<file path="src/rtl/divider_scheduler.sv">
// Round-robin scheduler that time-shares one sequential divider among NUM_VOICES voices.
// Optional feature macro DIV_SCHED_OVERRUN_EN adds a sticky per-voice overrun output.
module divider_scheduler #(
  parameter int NUM_VOICES  = 4,
  parameter int DATA_W      = 16,
  parameter int DIV_LATENCY = 20
) (
  input  logic                         clk,
  input  logic                         rst,
  input  logic [NUM_VOICES-1:0]        req,
  input  logic [NUM_VOICES*DATA_W-1:0] osc_in,
  input  logic [NUM_VOICES*DATA_W-1:0] divisor_in,
  output logic                         div_start,
  output logic [DATA_W-1:0]            div_dividend,
  output logic [DATA_W-1:0]            div_divisor,
  input  logic [7:0]                   div_q,
  output logic [NUM_VOICES*8-1:0]      q_out,
  output logic [NUM_VOICES-1:0]        q_valid,
`ifdef DIV_SCHED_OVERRUN_EN
  output logic [NUM_VOICES-1:0]        overrun,
`endif
  output logic                         busy
);

  localparam int PTR_W = (NUM_VOICES > 1) ? $clog2(NUM_VOICES) : 1;
  localparam int CNT_W = $clog2(DIV_LATENCY + 1);
  localparam logic [PTR_W:0] NV = (PTR_W+1)'(NUM_VOICES);

  typedef enum logic [1:0] {S_IDLE, S_ISSUE, S_WAIT, S_CAPTURE} state_t;

  state_t                  state_q, state_d;
  logic [NUM_VOICES-1:0]   pending_q, pending_d;
  logic [PTR_W-1:0]        rr_ptr_q, rr_ptr_d;
  logic [PTR_W-1:0]        grant_q, grant_d;
  logic [CNT_W-1:0]        cnt_q, cnt_d;
  logic                    div_zero_q, div_zero_d;
  logic                    div_start_q, div_start_d;
  logic [DATA_W-1:0]       dividend_q, dividend_d;
  logic [DATA_W-1:0]       divisor_q, divisor_d;
  logic [NUM_VOICES-1:0]   q_valid_q, q_valid_d;
  logic [7:0]              q_out_q [NUM_VOICES];
  logic [7:0]              q_out_d [NUM_VOICES];
  logic [DATA_W-1:0]       osc_slot_q [NUM_VOICES];
  logic [DATA_W-1:0]       osc_slot_d [NUM_VOICES];
  logic [DATA_W-1:0]       dvs_slot_q [NUM_VOICES];
  logic [DATA_W-1:0]       dvs_slot_d [NUM_VOICES];

  logic [PTR_W-1:0]        pick;
  logic                    found;

  // First pending voice at or after rr_ptr, wrapping at NUM_VOICES.
  always_comb begin
    logic [PTR_W:0] idx;
    found = 1'b0;
    pick  = '0;
    idx   = '0;
    for (int i = 0; i < NUM_VOICES; i++) begin
      idx = {1'b0, rr_ptr_q} + (PTR_W+1)'(i);
      if (idx >= NV) idx = idx - NV;
      if (!found && pending_q[idx[PTR_W-1:0]]) begin
        found = 1'b1;
        pick  = idx[PTR_W-1:0];
      end
    end
  end

  always_comb begin
    state_d     = state_q;
    pending_d   = pending_q;
    rr_ptr_d    = rr_ptr_q;
    grant_d     = grant_q;
    cnt_d       = cnt_q;
    div_zero_d  = div_zero_q;
    div_start_d = 1'b0;
    dividend_d  = dividend_q;
    divisor_d   = divisor_q;
    q_valid_d   = '0;
    q_out_d     = q_out_q;
    osc_slot_d  = osc_slot_q;
    dvs_slot_d  = dvs_slot_q;

    case (state_q)
      S_IDLE: begin
        if (found) begin
          grant_d          = pick;
          dividend_d       = osc_slot_q[pick];
          divisor_d        = dvs_slot_q[pick];
          pending_d[pick]  = 1'b0;
          if (dvs_slot_q[pick] == '0) begin
            div_zero_d = 1'b1;
            state_d    = S_CAPTURE;
          end else begin
            div_zero_d  = 1'b0;
            div_start_d = 1'b1;
            state_d     = S_ISSUE;
          end
        end
      end
      S_ISSUE: begin
        cnt_d   = CNT_W'(DIV_LATENCY - 1);
        state_d = S_WAIT;
      end
      S_WAIT: begin
        if (cnt_q == '0) state_d = S_CAPTURE;
        else             cnt_d   = cnt_q - CNT_W'(1);
      end
      S_CAPTURE: begin
        q_out_d[grant_q]   = div_zero_q ? 8'h00 : div_q;
        q_valid_d[grant_q] = 1'b1;
        rr_ptr_d           = (grant_q == PTR_W'(NUM_VOICES - 1)) ? '0 : grant_q + PTR_W'(1);
        state_d            = S_IDLE;
      end
      default: state_d = S_IDLE;
    endcase

    // Applied after the grant clear so a same-cycle request re-arms the voice.
    for (int v = 0; v < NUM_VOICES; v++) begin
      if (req[v]) begin
        pending_d[v]  = 1'b1;
        osc_slot_d[v] = osc_in[v*DATA_W +: DATA_W];
        dvs_slot_d[v] = divisor_in[v*DATA_W +: DATA_W];
      end
    end
  end

  always_ff @(posedge clk or posedge rst) begin
    if (rst) begin
      state_q     <= S_IDLE;
      pending_q   <= '0;
      rr_ptr_q    <= '0;
      grant_q     <= '0;
      cnt_q       <= '0;
      div_zero_q  <= 1'b0;
      div_start_q <= 1'b0;
      dividend_q  <= '0;
      divisor_q   <= '0;
      q_valid_q   <= '0;
      for (int v = 0; v < NUM_VOICES; v++) begin
        q_out_q[v]    <= '0;
        osc_slot_q[v] <= '0;
        dvs_slot_q[v] <= '0;
      end
    end else begin
      state_q     <= state_d;
      pending_q   <= pending_d;
      rr_ptr_q    <= rr_ptr_d;
      grant_q     <= grant_d;
      cnt_q       <= cnt_d;
      div_zero_q  <= div_zero_d;
      div_start_q <= div_start_d;
      dividend_q  <= dividend_d;
      divisor_q   <= divisor_d;
      q_valid_q   <= q_valid_d;
      q_out_q     <= q_out_d;
      osc_slot_q  <= osc_slot_d;
      dvs_slot_q  <= dvs_slot_d;
    end
  end

`ifdef DIV_SCHED_OVERRUN_EN
  logic [NUM_VOICES-1:0] overrun_q, overrun_d;
  logic [NUM_VOICES-1:0] inflight;

  always_comb begin
    inflight  = busy ? (NUM_VOICES'(1) << grant_q) : '0;
    overrun_d = overrun_q | (req & (pending_q | inflight));
  end

  always_ff @(posedge clk or posedge rst) begin
    if (rst) overrun_q <= '0;
    else     overrun_q <= overrun_d;
  end

  assign overrun = overrun_q;
`endif

  genvar gi;
  generate
    for (gi = 0; gi < NUM_VOICES; gi++) begin : g_qout
      assign q_out[gi*8 +: 8] = q_out_q[gi];
    end
  endgenerate

  assign div_start    = div_start_q;
  assign div_dividend = dividend_q;
  assign div_divisor  = divisor_q;
  assign q_valid      = q_valid_q;
  assign busy         = (state_q != S_IDLE);

endmodule
</file>
<file path="config.mk">
export PLATFORM = sky130hd
export DESIGN_NAME = divider_scheduler
export DESIGN_NICKNAME = d
export VERILOG_FILES = /design/src/rtl/divider_scheduler.sv
export SDC_FILE = /design/constraint.sdc
export NUM_CORES = 1
export LEC_CHECK = 0
export ABC_AREA = 1
export CORE_UTILIZATION = 28
export DETAILED_ROUTE_END_ITERATION = 16
export PLACE_DENSITY = 0.54
export SLEW_MARGIN = 30
export SYNTH_ARGS = -nofsm -noshare
export SYNTH_HDL_FRONTEND = slang
export SYNTH_SLANG_ARGS = --single-unit
export TNS_END_PERCENT = 30
</file>
<file path="constraint.sdc">
create_clock -name clk -period 17.28 [get_ports clk]
set_input_delay 4.32 -clock clk [delete_from_list [all_inputs] [get_ports clk]]
set_output_delay 4.32 -clock clk [all_outputs]
set_load 0.005 [all_outputs]
</file>
==> results of run 1 <==
==> registers in the layout, summed over array words and instances, names as in the netlist, 4 cells and up <==
signal and cells:
q_out 32, cnt_q 5, pending_q 4, div_divisor 16
osc_slot_q 64, div_dividend 16, q_valid 4, dvs_slot_q 64
==> synthesized netlist by cell type (10+ instances only) <==
master,count
ha_1,10
dfrtp_1,213
nand2_1,606
a31oi_1,18
o22ai_1,13
buf_2,10
inv_1,71
clkbuf_1,33
a22oi_1,11
o21ai_0,54
nor2_1,51
nand4_1,27
==> report_power, final <==
group	switching, mW	internal, mW	leakage, nW	total [mW]
clock network	0.204	0.291	0.370	0.495
registers	0.0872	0.621	2.56	0.708
logic	0.557	0.356	3.33	0.914
total	0.848	1.27	6.26	2.12
==> routing by layer <==
metal  vias up  GRT usage  wire length [um]
met2       244     0.2640             12860
met3        48    0.03407              1887
met5         -          0                13
li1       4087          -                 -
met4         2    0.04623               619
met1      3856     0.2370             13690
==> worst min path at each step <==
| stage | depth (start not counted) | to | startpoint | slack (ns) |
|---|---|---|---|---|
| CTS | 2 | dvs_slot_q[63]$_DFFE_PP0P_ | dvs_slot_q[63]$_DFFE_PP0P_ | 0.47 |
| global placement | 2 | dvs_slot_q[40]$_DFFE_PP0P_ | dvs_slot_q[40]$_DFFE_PP0P_ | 0.45 |
| global route | 2 | osc_slot_q[7]$_DFFE_PP0P_ | osc_slot_q[7]$_DFFE_PP0P_ | 0.49 |
| finish | 2 | dvs_slot_q[51]$_DFFE_PP0P_ | dvs_slot_q[51]$_DFFE_PP0P_ | 0.47 |
| detailed placement | 2 | dvs_slot_q[37]$_DFFE_PP0P_ | dvs_slot_q[37]$_DFFE_PP0P_ | 0.46 |
| floorplan | 2 | dvs_slot_q[10]$_DFFE_PP0P_ | dvs_slot_q[10]$_DFFE_PP0P_ | 0.44 |
==> layout make-up <==
type	instances	area [um^2]	area share
tap	448	560.5	0.04400
sequential	213	5330	0.4184
antenna	1	2.502	0.0001964
multi-input combinational	832	3616	0.2839
inverter	81	319.1	0.02505
timing repair buffer	217	2147	0.1685
clock inverter	3	21.27	0.001670
clock buffer	40	742.0	0.05825
==> cells by family (layout without fill, tap and decap cells) <==
| kind of cell | Yosys count | in the layout |
|---|---|---|
| flip-flops | 213 | 213 |
| buffers and inverters | 133 | 341 |
| AO/OA/AOI/OAI | 116 | 116 |
| AND/OR/NAND/NOR | 706 | 706 |
| other | 0 | 1 |
| adder cells (fa/ha/maj) | 10 | 10 |
==> through the flow <==
stage | area [um^2] | worst slack (ns)
6_report | 12740 | 10.94
5_1_grt | 12740 | 10.56
4_1_cts | 12730 | 10.85
3_5_place_dp | 11970 | 10.29
3_3_place_gp | 11970 | 10.31
2_1_floorplan | 9495 | 7.137
==> worst register-to-register path: cells and delay by family (launching register included) <==
family / cells / cell delay (ns)
AO/OA/AOI/OAI: 2 / 0.39
buffers and inverters: 2 / 0.47
AND/OR/NAND/NOR: 8 / 2.45
flip-flops: 1 / 0.62
==> flow_summary_export.csv, run 1 <==
group,metric,value,unit
cts,cts-hold-fix-buffers,0,
synthesis,synth_flop_cell,"dfrtp_1",
sta,finalSetupTns,0,ns
worst_setup_path,slowest_stage,"buf_4",
global_route,gr-total-overflow,0,
routing,drcViolationCount,0,
pwr,finalPower,2.117,mW
worst_setup_path,r2r_slack,13.30,ns
cts,cts-resized-gates,0,
routing,avgViaCountPerCell,4.489,
global_route,grt_pass1_wl,45080,um
global_route,grt_pass1_vias,8090,
cells_and_area,utilization,0.3808,
global_route,antenna_found_initial,3,
sta,worst_slew_pin_slew,0.9749,ns
worst_setup_path,cp_num_buf_inv,4,
worst_setup_path,path_class,"input port to async pin",
synthesis,synth.area.top_cells,"dfrtp_1, nand2_1, o21ai_0, inv_1, nor2_1",
worst_setup_path,cpMostUsedCell,"buf_4",
synthesis,synth_top_area_frac,0.5613,
synthesis,syn_inst,1178,
floorplanning,ios,212,
sta,whs,0.4704,ns
cts,h-tree-depth,1,
cts,cts.sink_count,213,
floorplanning,num_rows,67,
worst_setup_path,crit_end,"dvs_slot_q[31]$_DFFE_PP0P_",
placement,gp_congestion,0.8295,
placement,dp_hpwl,19920,um
global_route,grt_max_degree,105,
routing,drt_pre_antenna_iters,5,
synthesis,synth_compound_area_frac,0.07247,
floorplanning,die_area,34650,um^2
worst_hold_path,hold_class,"register to register",
floorplanning,start_util,0.2839,
cts,cts-root-buf,"clkbuf_16",
synthesis,syn_area,9495,um^2
routing,ant_nets,0,
synthesis,seq_area_frac_synth,0.5613,
sta,hold_viol,0,
worst_setup_path,r2r_end,"div_dividend[3]$_DFFE_PP0P_",
synthesis,ys_ff_latch,213,
cells_and_area,fin_nets,1522,
placement,port_buffers,211,
sta,max_freq,157.6,MHz
synthesis,yosysWarnings,0,
sta,slew_headroom,0.3477,
worst_setup_path,cp.depth,4,
sta,period_share,0.3671,
cells_and_area,n_fill_cell,3442,
worst_setup_path,reg2reg_from,"rr_ptr_q[0]$_DFFE_PP0P_",
run_status,status,"finished, final reports clean",
sta,fin_skew,0.006996,ns
floorplanning,die_y,186.2,um
synthesis,synth_top_family_by_area,"simple AND/OR/NAND/NOR gates",
routing,drt_iter0_drc,448,
synthesis,async_reset_ff_frac,1.000,
worst_setup_path,reg2reg_depth,12,
synthesis,synth_edf_count,0,
synthesis,synthMuxAreaShare,0,
routing,routed_wl,29060,um
synthesis,yosys.area.top_type,"dfrtp_1",
worst_setup_path,cp-start-kind,"input port",
cts,clk_pin_slew_worst_paths,0.06,ns
global_route,grtUsageTotal,0.1689,
synthesis,synthesis.nets,1330,
worst_setup_path,critical_path_peak_fanout,104,
synthesis,yosysUniqueCellTypes,33,
job,max_cap_viol_count,0,
sta,period_needed,6.343,ns
synthesis,avgSynthCellArea,8.061,um^2
worst_setup_path,critPathCaptureType,"async pin",
worst_setup_path,crit_family,"buffers and inverters",
cts,cts_made_buffers,25,
worst_setup_path,arrival,6.90,ns
cells_and_area,stdcell_count,1835,
sta,slew_violations,0,
worst_setup_path,max_stage_delay,0.74,ns
worst_setup_path,path_cells,"clkdlybuf4s50_1 -> inv_8 -> buf_4 -> buf_4",
pwr,p_per_area,166.2,nW/um^2
cts,clock_path_buffers,3,
worst_setup_path,crit_required,17.84,ns
sta,rsz0062_at_grt,"false",
cells_and_area,final_cell_mix,"nand2_1, dfrtp_1, clkdlybuf4s50_1, inv_1, o21ai_0",
floorplanning,die_w,186.2,um
cells_and_area,drive_gt1_frac,0.04618,
routing,avgRoutedWirePerCell,15.84,um
cts,insertion_delay,0.53,ns
sta,finalSetupViolCount,0,
pwr,total_leakage_power,6.263,nW
worst_setup_path,startpoint,"rst",
cts,cts_tree,"yes",
routing,vias,8237,
cells_and_area,synthToLayoutAreaGrowth,34.16,%
synthesis,synth_simple_gate_area_frac,0.2946,
synthesis,synth_fa_ha_area_frac,0.01318,
cts,cts_setup_buffers,0,
pwr,ir_drop,69.63,uV
cells_and_area,final_common_cell,"nand2_1",
placement,dp.cells,1791,
floorplanning,core_area,33450,um^2
synthesis,synth-xor-area-share,0,
Power figures use the tool's default switching activity.
==> inputs of run 2 (changes only) <==
--- a/config.mk
+++ b/config.mk
@@ -8,7 +8,7 @@
 export ABC_AREA = 1
 export CORE_UTILIZATION = 28
 export DETAILED_ROUTE_END_ITERATION = 16
-export PLACE_DENSITY = 0.54
+export PLACE_DENSITY = 0.56
 export SLEW_MARGIN = 30
 export SYNTH_ARGS = -nofsm -noshare
 export SYNTH_HDL_FRONTEND = slang
==> constraint.sdc (replaced) <==
create_clock -name clk -period 5.8 [get_ports clk]
set_input_delay 1.45 -clock clk [delete_from_list [all_inputs] [get_ports clk]]
set_output_delay 1.45 -clock clk [all_outputs]
set_load 0.005 [all_outputs]
==> run 2 against run 1 <==
Against the previous run:
- count of clock-buffer cells in the layout decreased by 13
- utilization increased by 0.58 points
- worst setup slack got worse by 8.8 ns
- first-iteration DRC count increased by 4.2%
- critical endpoint is now div_dividend[9]$_DFFE_PP0P_
==> flow_summary_export.csv, run 2 (synthesis results as in run 1) <==
group,metric,value,unit
run_status,status,"finished, final reports clean",
worst_hold_path,hold_class,"register to register",
cts,insertion_delay,0.54,ns
floorplanning,die_y,186.2,um
cts,cts-root-buf,"clkbuf_16",
worst_setup_path,path_class,"register to register",
worst_setup_path,path_cells,"inv_6 -> nand2_1 -> nand2_1 -> nand2_1 -> nand2_1 -> nor2_4 -> nand3_4 -> nand2_1 -> clkinv_2 -> o22a_1",
global_route,grt_pass1_wl,44140,um
routing,drt_iter0_drc,467,
placement,dp_slack,1.861,ns
sta,slew_headroom,0.3792,
global_route,grt_max_degree,105,
worst_setup_path,max_stage_delay,0.83,ns
placement,dp_hpwl,20070,um
routing,avgViaCountPerCell,4.441,
floorplanning,core_area,33450,um^2
sta,worst_slew_pin_slew,0.9254,ns
cells_and_area,fin_nets,1520,
job,max_cap_viol_count,0,
sta,max_freq,274.8,MHz
routing,ant_nets,0,
floorplanning,ios,212,
cts,h-tree-depth,1,
placement,port_buffers,211,
cts,cts-resized-gates,0,
routing,avgRoutedWirePerCell,15.53,um
floorplanning,die_area,34650,um^2
global_route,gr-total-overflow,0,
sta,setup_slack,2.161,ns
placement,gp_congestion,0.8333,
worst_setup_path,slowest_stage,"clkinv_2",
sta,slew_violations,0,
sta,finalSetupTns,0,ns
pwr,total_leakage_power,6.359,nW
floorplanning,start_util,0.2839,
worst_setup_path,critPathCaptureType,"register",
floorplanning,num_rows,67,
routing,drt_pre_antenna_iters,6,
global_route,grtUsageTotal,0.1654,
sta,finalSetupViolCount,0,
global_route,antenna_found_initial,0,
cts,clk_pin_slew_worst_paths,0.06,ns
sta,fin_skew,0.01954,ns
global_route,grt_pass1_vias,8014,
cells_and_area,synthToLayoutAreaGrowth,36.18,%
cells_and_area,insertedDiodeCount,0,
cts,cts_made_buffers,25,
sta,rsz0062_at_grt,"false",
sta,period_share,0.6275,
worst_setup_path,cp-start-kind,"register",
worst_setup_path,arrival,4.07,ns
cells_and_area,final_cell_mix,"nand2_1, dfrtp_1, clkdlybuf4s50_1, inv_1, o21ai_0",
pwr,ir_drop,228.9,uV
routing,drcViolationCount,0,
worst_setup_path,crit_required,6.23,ns
cts,cts_tree,"yes",
routing,vias,8149,
routing,routed_wl,28490,um
sta,period_needed,3.639,ns
pwr,p_per_area,508.1,nW/um^2
floorplanning,die_w,186.2,um
cts,clock_path_buffers,3,
cells_and_area,final_common_cell,"nand2_1",
cts,cts-hold-fix-buffers,0,
worst_setup_path,critical_path_peak_fanout,57,
cts,cts_setup_buffers,0,
pwr,finalPower,6.571,mW
cells_and_area,drive_gt1_frac,0.05479,
cells_and_area,n_fill_cell,3371,
cts,cts.sink_count,213,
sta,hold_viol,0,
worst_setup_path,cpMostUsedCell,"nand2_1",
==> run 2: routing by layer <==
| metal | share of wire | vias up | global-route usage |
|---|---|---|---|
| li1 | - | 4092 | - |
| met1 | 0.47 | 3752 | 0.2312 |
| met2 | 0.45 | 264 | 0.2676 |
| met3 | 0.058 | 41 | 0.02551 |
| met4 | 0.021 | 0 | 0.04098 |
| met5 | 0 | - | 0 |
==> run 2: cell type report <==
type,instances,area [um^2],area share
multi-input cells,832,3618,0.2798
repair buffers,215,2160,0.1670
clock inverters,19,295.3,0.02283
well taps,448,560.5,0.04335
flip-flops and latches,213,5330,0.4122
inverters,81,314.1,0.02429
clock buffers,27,653.1,0.05051
==> run 2: path summary, 6_finish.rpt <==
path,start,to,slack (ns),depth (start not counted)
setup / recovery,rr_ptr_q[0]$_DFFE_PP0P_,div_dividend[9]$_DFFE_PP0P_,2.16,10
hold / removal,osc_slot_q[50]$_DFFE_PP0P_,osc_slot_q[50]$_DFFE_PP0P_,0.47,2
hold reg to reg,osc_slot_q[50]$_DFFE_PP0P_,osc_slot_q[50]$_DFFE_PP0P_,0.47,2
setup reg to reg,rr_ptr_q[0]$_DFFE_PP0P_,div_dividend[9]$_DFFE_PP0P_,2.16,10
min in group asynchronous,rst,q_out[15]$_DFFE_PP0P_,1.23,2
max in group asynchronous,rst,dvs_slot_q[9]$_DFFE_PP0P_,3.66,4
==> run 2: power breakdown <==
group | internal [mW] | total [mW] | switching, mW
combinational | 1.05 | 2.68 | 1.62
sequential | 1.85 | 2.10 | 0.255
clock | 1.13 | 1.79 | 0.657
total | 4.04 | 6.57 | 2.53
==> run 2: metrics by stage <==
step / utilization / std cells / hold slack (ns) / instance area [um^2]
floorplan: - / 1178 / 0.4420 / 9499
global placement: 0.3575 / 1788 / 0.4547 / 11960
detailed placement: 0.3575 / 1788 / 0.4590 / 11960
CTS: 0.3859 / 1834 / 0.4739 / 12910
global route: 0.3866 / 1835 / 0.4915 / 12930
finish: 0.3866 / 1835 / 0.4710 / 12930
==> run 2: critical path, delay by kind of cell (launching register included) <==
kind,cells,cell delay (ns)
AOI/OAI and AO/OA,1,0.47
buffers and inverters,2,0.93
DFF,1,0.59
and+or+nand+nor,7,1.48
==> inputs of run 3 (changes only) <==
--- a/config.mk
+++ b/config.mk
@@ -8,7 +8,7 @@
 export ABC_AREA = 1
 export CORE_UTILIZATION = 28
 export DETAILED_ROUTE_END_ITERATION = 16
-export PLACE_DENSITY = 0.56
+export PLACE_DENSITY = 0.54
 export SLEW_MARGIN = 30
 export SYNTH_ARGS = -nofsm -noshare
 export SYNTH_HDL_FRONTEND = slang
==> constraint.sdc (replaced) <==
create_clock -name clk -period 3.65 [get_ports clk]
set_input_delay 0.9125 -clock clk [delete_from_list [all_inputs] [get_ports clk]]
set_output_delay 0.9125 -clock clk [all_outputs]
set_load 0.005 [all_outputs]
==> run 3 against run 2 <==
Against the previous run:
- count of clock-buffer cells in the layout is 11 higher
- via count up 1.8%
- cell area decreased by 0.20%
- critical path type unchanged
- total power is 55% higher
- utilization down 0.079 points
- sequential share of layout area is 0.084 points higher
- sequential cell count is the same
- sequential power up 60%
- critical path depth is 3 higher
- die area is the same
==> flow_summary_export.csv, run 3 (synthesis results as in run 1) <==
group,metric,value,unit
routing,routed.top_layer,"met5",
worst_hold_path,min_to,"dvs_slot_q[46]$_DFFE_PP0P_",
worst_setup_path,r2r_end,"div_dividend[15]$_DFFE_PP0P_",
placement,gp_congestion,0.8458,
global_route,grt_pass1_vias,8238,
cts,cts-resized-gates,0,
cts,cts-hold-fix-buffers,0,
worst_setup_path,reg2reg_from,"rr_ptr_q[0]$_DFFE_PP0P_",
pwr,ir_drop,539.5,uV
cells_and_area,drive_gt1_frac,0.05575,
worst_setup_path,cp_num_buf_inv,4,
worst_setup_path,slowest_stage,"dfrtp_1",
cts,cts_made_buffers,25,
sta,finalSetupTns,0,ns
floorplanning,num_rows,67,
worst_setup_path,path_cells,"inv_6 -> nand2_1 -> nand3_1 -> nand2_2 -> inv_1 -> nand2_1 -> nand2_4 -> nand3_4 -> buf_4 -> nand2_2 -> clkinv_1 -> a22oi_1 -> a31oi_1",
routing,wl_met1,13420,um
cells_and_area,fin_nets,1535,
pwr,finalPower,10.18,mW
placement,dp_hpwl,20720,um
worst_setup_path,reg2reg_depth,13,
floorplanning,ios,212,
worst_setup_path,critical_path_peak_fanout,30,
floorplanning,core_area,33450,um^2
routing,drt_pre_antenna_iters,6,
routing,drcViolationCount,0,
cells_and_area,final_common_cell,"nand2_1",
worst_setup_path,arrival,3.48,ns
global_route,antenna_found_initial,7,
sta,rsz0062_at_grt,"false",
global_route,grtUsageTotal,0.1698,
cts,insertion_delay,0.52,ns
cells_and_area,n_fill_cell,3430,
run_status,status,"finished, final reports clean",
sta,period_needed,3.113,ns
sta,max_freq,321.3,MHz
sta,slew_headroom,0.4169,
placement,port_buffers,211,
sta,slew_violations,0,
cts,clk_pin_slew_worst_paths,0.06,ns
cts,cts_setup_buffers,0,
cells_and_area,final_cell_mix,"nand2_1, dfrtp_1, clkdlybuf4s50_1, inv_1, o21ai_0",
cts,cts_tree,"yes",
floorplanning,die_w,186.2,um
routing,avgRoutedWirePerCell,15.84,um
placement,place_area,12090,um^2
routing,wl_met2,13150,um
global_route,grt_max_degree,79,
sta,hold_viol,0,
worst_hold_path,hold_class,"register to register",
cells_and_area,multi_input_area,3613,um^2
routing,routed_wl,29270,um
worst_setup_path,max_stage_delay,0.53,ns
floorplanning,die_y,186.2,um
job,max_cap_viol_count,0,
routing,ant_nets,0,
worst_setup_path,r2r_slack,0.54,ns
worst_setup_path,crit_family,"simple AND/OR/NAND/NOR gates",
cts,cts.sink_count,213,
global_route,grt_pass1_wl,45500,um
worst_hold_path,hp-start,"dvs_slot_q[46]$_DFFE_PP0P_",
cells_and_area,final_area,12900,um^2
worst_setup_path,crit_required,4.02,ns
cells_and_area,synthToLayoutAreaGrowth,35.91,%
pwr,total_leakage_power,6.350,nW
worst_setup_path,path_class,"register to register",
floorplanning,start_util,0.2839,
cts,cts-root-buf,"clkbuf_16",
sta,period_share,0.8528,
sta,fin_skew,0.01767,ns
routing,drt_iter0_drc,533,
sta,worst_slew_pin_slew,0.8737,ns
cts,h-tree-depth,1,
sta,finalSetupViolCount,0,
worst_setup_path,cp-start-kind,"register",
worst_setup_path,critPathCaptureType,"register",
global_route,gr-total-overflow,0,
pwr,p_per_area,788.5,nW/um^2
floorplanning,die_area,34650,um^2
cts,clock_path_buffers,3,
routing,avgViaCountPerCell,4.488,
worst_hold_path,holdPathStages,2,
cells_and_area,regArea,5330,um^2
routing,vias,8294,
routing,wl_met3,1986,um
run 3: changes by cell type in the layout (fill, tap and decap cells not counted), moves of 4 or more:
cell,change
bufinv_16,-5
clkinv_2,-7
clkbuf_1,+7
buf_4,+16
clkbuf_8,+4
run 3: worst max path at each step:
stage                             from                      endpoint  slack [ns]  cells after the start
2_1_floorplan                      rst          cnt_q[0]$_DFFE_PP0P_       -0.03                      1
3_3_place_gp   rr_ptr_q[0]$_DFFE_PP0P_      pending_q[2]$_DFFE_PP0P_        0.45                     13
3_5_place_dp   rr_ptr_q[0]$_DFFE_PP0P_  div_dividend[13]$_DFFE_PP0P_        0.31                     14
4_1_cts        rr_ptr_q[0]$_DFFE_PP0P_  div_dividend[13]$_DFFE_PP0P_        0.27                     14
5_1_grt        rr_ptr_q[0]$_DFFE_PP0P_  div_dividend[15]$_DFFE_PP0P_        0.27                     14
6_report       rr_ptr_q[0]$_DFFE_PP0P_  div_dividend[15]$_DFFE_PP0P_        0.54                     13
run 3: where the power goes:
| group | leakage [nW] | switching [mW] | internal (mW) |
|---|---|---|---|
| clock | 0.392 | 0.962 | 1.52 |
| sequential | 2.56 | 0.427 | 2.94 |
| combinational | 3.39 | 2.58 | 1.75 |
run 3: worst reg2reg max path, delay by kind of cell (launching register included):
kind | cells | cell delay, ns
AOI/OAI and AO/OA | 2 | 0.38
buffers and inverters | 4 | 0.91
DFF | 1 | 0.53
and+or+nand+nor | 7 | 1.15
run 3: layer usage:
layer / GRT usage / vias up
li1: - / 4112
met1: 0.2302 / 3879
met2: 0.2722 / 241
met3: 0.04206 / 48
met4: 0.04000 / 14
met5: 0 / -
run 3: through the flow:
stage          utilization  setup slack (ns)  cells  hold slack, ns
2_1_floorplan            -          -0.03267   1178          0.4420
3_3_place_gp        0.3613            0.4531   1804          0.4535
3_5_place_dp        0.3613            0.3115   1804          0.4585
4_1_cts             0.3857            0.2705   1847          0.4722
5_1_grt             0.3857            0.2702   1847          0.4879
6_report            0.3858            0.5372   1848          0.4690
run 3: layout make-up:
cell class | count | area share
antenna | 1 | 0.0001939
clock buffer | 38 | 0.05691
timing repair buffer | 230 | 0.1759
sequential | 213 | 0.4130
inverter | 81 | 0.02434
tap | 448 | 0.04344
clock inverter | 5 | 0.006205
multi-input combinational | 832 | 0.2800
